<file path="config.mk">
export PLATFORM = sky130hd
export DESIGN_NAME = wrr_mux_arbiter_flat
export DESIGN_NICKNAME = d
export VERILOG_FILES = /design/src/rtl/wrr_mux_arbiter_if.sv /design/src/rtl/wrr_mux_arbiter.sv /design/src/flat_wrapper.sv
export SDC_FILE = /design/constraint.sdc
export NUM_CORES = 1
export LEC_CHECK = 0
export ABC_AREA = 1
export CELL_PAD_IN_SITES_DETAIL_PLACEMENT = 1
export CELL_PAD_IN_SITES_GLOBAL_PLACEMENT = 2
export CORE_UTILIZATION = 25
export CTS_CLUSTER_SIZE = 30
export DETAILED_ROUTE_END_ITERATION = 12
export PLACE_DENSITY_LB_ADDON = 0.1
export SYNTH_ARGS = -nofsm -noshare
export SYNTH_HDL_FRONTEND = slang
export SYNTH_SLANG_ARGS = --single-unit
</file>
<file path="constraint.sdc">
create_clock -name clk -period 4.92 [get_ports clk]
set_input_delay 0.738 -clock clk [delete_from_list [all_inputs] [get_ports clk]]
set_output_delay 0.738 -clock clk [all_outputs]
set_load 0.02 [all_outputs]
</file>
<file path="src/rtl/wrr_mux_arbiter_if.sv">
// Request/weight/grant bundle between requesters and the weighted round-robin arbiter.
// The arbiter takes the slave view; the requester side takes the master view.
interface wrr_mux_arbiter_if #(
  parameter int CHANNELS  = 8,
  parameter int WT_WIDTH  = 4,
  parameter int IDX_WIDTH = 3
);
  logic [CHANNELS-1:0]          req;
  logic [CHANNELS*WT_WIDTH-1:0] wtBus;
  logic [CHANNELS-1:0]          selOneHot;
  logic                         grantValid;
  logic [IDX_WIDTH-1:0]         grantIdx;
  logic [WT_WIDTH-1:0]          creditLeft;

  modport master (
    output req,
    output wtBus,
    input  selOneHot,
    input  grantValid,
    input  grantIdx,
    input  creditLeft
  );

  modport slave (
    input  req,
    input  wtBus,
    output selOneHot,
    output grantValid,
    output grantIdx,
    output creditLeft
  );
endinterface

</file>
<file path="src/rtl/wrr_mux_arbiter.sv">
// Weighted round-robin arbiter driving the one-hot select of a CHANNELS-input data mux.
// A channel keeps the grant for up to its latched weight in cycles, then priority rotates past it.
module wrr_mux_arbiter #(
  parameter int CHANNELS  = 8,
  parameter int WT_WIDTH  = 4,
  parameter int IDX_WIDTH = 3
) (
  input  logic               clk,
  input  logic               reset,
  wrr_mux_arbiter_if.slave   arb_if
);

  typedef enum logic [0:0] {
    ST_IDLE  = 1'b0,
    ST_GRANT = 1'b1
  } state_t;

  state_t                state_q, state_d;
  logic [IDX_WIDTH-1:0]  ptr_q, ptr_d;
  logic [IDX_WIDTH-1:0]  idx_q, idx_d;
  logic [CHANNELS-1:0]   sel_q, sel_d;
  logic                  valid_q, valid_d;
  logic [WT_WIDTH-1:0]   credit_q, credit_d;

  logic                  hold_s;
  logic [IDX_WIDTH-1:0]  base_s;
  logic                  win_found_s;
  logic [IDX_WIDTH-1:0]  win_idx_s;
  logic [WT_WIDTH-1:0]   win_field_s;

  function automatic logic [IDX_WIDTH-1:0] next_idx(input logic [IDX_WIDTH-1:0] i);
    if (int'(i) == CHANNELS - 1) begin
      return '0;
    end else begin
      return i + IDX_WIDTH'(1);
    end
  endfunction

  // A zero weight field behaves as weight 1, so its credit after the first cycle is 0.
  function automatic logic [WT_WIDTH-1:0] first_credit(input logic [WT_WIDTH-1:0] field);
    if (field == '0) begin
      return '0;
    end else begin
      return field - WT_WIDTH'(1);
    end
  endfunction

  function automatic void pick_winner(
    input  logic [CHANNELS-1:0]  r,
    input  logic [IDX_WIDTH-1:0] base,
    output logic                 found,
    output logic [IDX_WIDTH-1:0] idx
  );
    logic [IDX_WIDTH-1:0] cand;
    found = 1'b0;
    idx   = '0;
    cand  = base;
    for (int i = 0; i < CHANNELS; i++) begin
      if (!found && r[cand]) begin
        found = 1'b1;
        idx   = cand;
      end else begin
        found = found;
      end
      cand = next_idx(cand);
    end
  endfunction

  // Circular search for the next winner; in GRANT the search starts just past the holder.
  always_comb begin
    hold_s      = (state_q == ST_GRANT) && arb_if.req[idx_q] && (credit_q != '0);
    base_s      = (state_q == ST_GRANT) ? next_idx(idx_q) : ptr_q;
    win_found_s = 1'b0;
    win_idx_s   = '0;
    pick_winner(arb_if.req, base_s, win_found_s, win_idx_s);
    win_field_s = arb_if.wtBus[win_idx_s*WT_WIDTH +: WT_WIDTH];
  end

  // Next-state and next-output computation for the IDLE/GRANT machine.
  always_comb begin
    state_d  = state_q;
    ptr_d    = ptr_q;
    idx_d    = idx_q;
    sel_d    = sel_q;
    valid_d  = valid_q;
    credit_d = credit_q;
    case (state_q)
      ST_IDLE: begin
        if (win_found_s) begin
          state_d  = ST_GRANT;
          idx_d    = win_idx_s;
          sel_d    = CHANNELS'(1) << win_idx_s;
          valid_d  = 1'b1;
          credit_d = first_credit(win_field_s);
        end else begin
          state_d  = ST_IDLE;
          idx_d    = '0;
          sel_d    = '0;
          valid_d  = 1'b0;
          credit_d = '0;
        end
      end
      ST_GRANT: begin
        if (hold_s) begin
          credit_d = credit_q - WT_WIDTH'(1);
        end else begin
          // Rotation point moves past the releasing channel whether or not anyone wins.
          ptr_d = base_s;
          if (win_found_s) begin
            state_d  = ST_GRANT;
            idx_d    = win_idx_s;
            sel_d    = CHANNELS'(1) << win_idx_s;
            valid_d  = 1'b1;
            credit_d = first_credit(win_field_s);
          end else begin
            state_d  = ST_IDLE;
            idx_d    = '0;
            sel_d    = '0;
            valid_d  = 1'b0;
            credit_d = '0;
          end
        end
      end
      default: begin
        state_d  = ST_IDLE;
        ptr_d    = '0;
        idx_d    = '0;
        sel_d    = '0;
        valid_d  = 1'b0;
        credit_d = '0;
      end
    endcase
  end

  // State, rotation pointer and registered outputs.
  always_ff @(posedge clk) begin
    if (reset) begin
      state_q  <= ST_IDLE;
      ptr_q    <= '0;
      idx_q    <= '0;
      sel_q    <= '0;
      valid_q  <= 1'b0;
      credit_q <= '0;
    end else begin
      state_q  <= state_d;
      ptr_q    <= ptr_d;
      idx_q    <= idx_d;
      sel_q    <= sel_d;
      valid_q  <= valid_d;
      credit_q <= credit_d;
    end
  end

  assign arb_if.selOneHot  = sel_q;
  assign arb_if.grantValid = valid_q;
  assign arb_if.grantIdx   = idx_q;
  assign arb_if.creditLeft = credit_q;

endmodule
</file>
<file path="src/flat_wrapper.sv">
// flat-port wrapper written by rule: the top's interface ports become plain ports
module wrr_mux_arbiter_flat 
#(
  parameter int CHANNELS  = 8,
  parameter int WT_WIDTH  = 4,
  parameter int IDX_WIDTH = 3
)
  (clk, reset, arb_if_req, arb_if_wtBus, arb_if_selOneHot, arb_if_grantValid, arb_if_grantIdx, arb_if_creditLeft);
  wrr_mux_arbiter_if #(.CHANNELS(CHANNELS), .WT_WIDTH(WT_WIDTH), .IDX_WIDTH(IDX_WIDTH)) arb_if_i ();
  input  logic clk;
  input  logic reset;
  input wire logic [$bits(arb_if_i.req)-1:0] arb_if_req;
  input wire logic [$bits(arb_if_i.wtBus)-1:0] arb_if_wtBus;
  output wire logic [$bits(arb_if_i.selOneHot)-1:0] arb_if_selOneHot;
  output wire logic [$bits(arb_if_i.grantValid)-1:0] arb_if_grantValid;
  output wire logic [$bits(arb_if_i.grantIdx)-1:0] arb_if_grantIdx;
  output wire logic [$bits(arb_if_i.creditLeft)-1:0] arb_if_creditLeft;
  assign arb_if_i.req = arb_if_req;
  assign arb_if_i.wtBus = arb_if_wtBus;
  assign arb_if_selOneHot = arb_if_i.selOneHot;
  assign arb_if_grantValid = arb_if_i.grantValid;
  assign arb_if_grantIdx = arb_if_i.grantIdx;
  assign arb_if_creditLeft = arb_if_i.creditLeft;
  wrr_mux_arbiter #(.CHANNELS(CHANNELS), .WT_WIDTH(WT_WIDTH), .IDX_WIDTH(IDX_WIDTH)) u_core (.clk(clk), .reset(reset), .arb_if(arb_if_i));
endmodule
</file>
==> summary.txt, run 1 <==
Core area: 9284 um2
Hold Fails Final Rpt: 0
WL/cell: 13.96 um
Area growth syn-to-layout: 35.34%
IO buf count: 57
Final Setup Violations: 0
Die Y: 100.1 um
First-pass GRT wire length: 14640 um
CTS buffer count: 3
Worst hold stages: 2
Final worst slack: 0.4354 ns
Async S/R FF share, synth: 0
Stages on the worst setup path: 32
Hold slack final: 0.4723 ns
CP Class: reg2reg
Status: finished, final reports clean
Yosys Warn Count: 0
Worst slew pin tran: 0.7128 ns
Prevailing post-synth register cell: dfxtp_1
CP startpoint kind: flop
VDD IR max: 0.0002298 V
Die area: 10030 um2
Via count: 2851
Netlist Area Pre-Place: 2407 um2
Sequential share of the synthesized area: 0.1663
Post-Layout Cell Count: 610
Die extent in x: 100.1 um
# rows: 35
Iter 0 DRT Violations: 66
Hold Crit Class: reg2reg
Grt ovf: 0
Post-route DRC: 0
Synthesized instance count: 419
Yosys reg bits: 20
CTS clk-pin slew, worst paths: 0.08 ns
Setup WS pre-CTS: 0.08965 ns
CP max stage cell: dfxtp_2
Antenna-violating nets left: 0
Max Clock Freq: 223.0 MHz
Post_cts resized: 0
Worst Path Required: 5.11 ns
Worst path bufs/invs: 3
Tmin final: 4.485 ns
Ports: 58
Syn_nets: 470
Initial antenna violation count: 0
CP peak stage delay: 0.37 ns
CP endpoint kind: flop
Placer Congestion: 0.8881
Leakage: 1.532 nW
Vias in the first global route: 3025
Final WL: 8515 um
H-tree levels: 1
Design Power: 0.002741 W
Share of cells above drive strength 1: 0.1164
CTS tree: done
Max Clock Skew: 0.001724 ns
Max-cap viol count: 0
All-Layer GR Usage: 0.1820
Clock buffer depth: 2
DR vias/cell: 4.674
Dpl hpwl: 7127 um
Most used cell, CP: nand2_1
Clk sinks: 20
Pwr/cell area: 841.2 nW/um2
R2R depth: 32
Largest net degree at the start of global routing: 20
Initial Utilization: 0.2593
Post-synth EDFFs: 0
Part of the cycle the worst path needs: 0.9115
Cell family with most CP delay: simple AND/OR/NAND/NOR gates
Number of setup buffers added after CTS: 0
Total placed cells including tap cells: 606
Detailed Routing Iterations Pass 1: 4
Crit path DAT: 4.67 ns
Yosys cell types: 41
Nets: 533
Hold Buf Count CTS: 0
Ant. Diodes: 0
Clk root buf: clkbuf_8
Reg2reg setup slack: 0.44 ns
Syn Area/Cell: 5.745 um2
Slew Viols, Final: 0
Clock Latency Late Sink: 0.26 ns
Crit-path max FO: 10
Slew headroom: 0.5233
==> through the flow <==
stage               setup TNS [ns]    util  area, um2
finish                           0  0.3509       3258
global route              -0.05917  0.3509       3258
CTS                              0  0.3451       3204
detailed placement               0  0.3392       3149
global placement                 0  0.3392       3149
floorplan                        0       -       2407
==> kinds of logic (layout without fill, tap and decap cells) <==
| group | Yosys count | after routing | share of synthesized area |
|---|---|---|---|
| AOI/OAI and AO/OA | 46 | 46 | 0.1159 |
| xor gates and xnor gates | 4 | 4 | 0.02080 |
| adders and majority gates | 9 | 9 | 0.04678 |
| buffers and inverters | 54 | 116 | 0.1019 |
| DFF | 20 | 20 | 0.1663 |
| and+or+nand+nor | 286 | 286 | 0.5483 |
==> sequential cells by signal, indices dropped and copies added, names as in the netlist <==
signal and count:
u_core.arb_if.selOneHot 8, u_core.ptr_q 3, u_core.state_q 1, u_core.arb_if.grantIdx 3, u_core.arb_if.creditLeft 4, u_core.arb_if.grantValid 1
==> worst register-to-register path, delay by kind of cell, from the launching register on <==
kind | cells | cell delay [ns]
and+or+nand+nor | 23 | 2.45
adders and majority gates | 5 | 1.00
buffers and inverters | 3 | 0.48
DFF | 1 | 0.37
AOI/OAI and AO/OA | 1 | 0.12
==> report_power, final <==
group / internal [W] / total [W] / switching, W
Sequential: 0.000219 / 0.000250 / 0.0000307
Clock: 0.0000714 / 0.000129 / 0.0000572
Combinational: 0.000828 / 0.00236 / 0.00153
==> layout make-up <==
class	instances	area (um2)
clock buffer	4	55.05
sequential	20	401.6
multi-input combinational	345	1810
timing repair buffer	70	668.1
fill	1261	6026
inverter	42	161.4
tap	129	161.4
==> layer usage <==
layer,GRT usage,wire (um),share of wire,vias up
met5,0,0,0,-
met4,0.03010,62,0.0073,0
met3,0.02019,224,0.026,7
met2,0.3435,4359,0.51,49
met1,0.2234,3867,0.45,1319
li1,-,-,-,1476
==> path summary, 6_finish.rpt <==
check                                           startpoint                     endpoint
worst max-delay path             u_core.arb_if.grantIdx[1]  u_core.arb_if.creditLeft[3]
worst max register to register   u_core.arb_if.grantIdx[1]  u_core.arb_if.creditLeft[3]
worst min-delay path            u_core.arb_if.selOneHot[5]   u_core.arb_if.selOneHot[5]
worst min register to register  u_core.arb_if.selOneHot[5]   u_core.arb_if.selOneHot[5]
==> placed cells by master, fill, tap and decap left out, drive strengths merged, types with 2 or more instances in the layout <==
cell type	count
a211oi	2
a21oi	23
a31oi	3
buf	13
clkbuf	4
clkdlybuf4s50	57
dfxtp	20
ha	9
inv	41
nand2	177
nand3	63
nand3b	2
nand4	8
nor2	32
o21ai	15
o21bai	2
or2	2
xor2	3
==> synth_stat cells, types with 2 or more instances <==
cell	n	area, um2
inv_2	4	15.01
nand4_1	7	43.79
a21oi_1	23	115.1
o21ai_0	9	45.04
nor2_2	5	31.28
o21ai_1	4	20.02
nand3_2	2	20.02
nand3_1	59	295.3
a211oi_1	2	15.01
nand3b_1	2	15.01
buf_4	3	22.52
xor2_1	2	17.52
inv_1	37	138.9
nand3_4	2	35.03
ha_1	9	112.6
nand2_1	169	634.4
nand2_4	2	22.52
a31oi_1	2	12.51
nor2_4	3	33.78
nor2_1	23	86.33
nand2_2	6	37.54
clkbuf_1	3	11.26
buf_6	4	45.04
dfxtp_1	20	400.4
(Power assumes the default switching activity.)
==> run 2, diff against run 1 <==
SLEW_MARGIN = 40   (was unset)
==> results of run 2 <==
No change in the layout: final DEF, timing and power equal those of run 1.
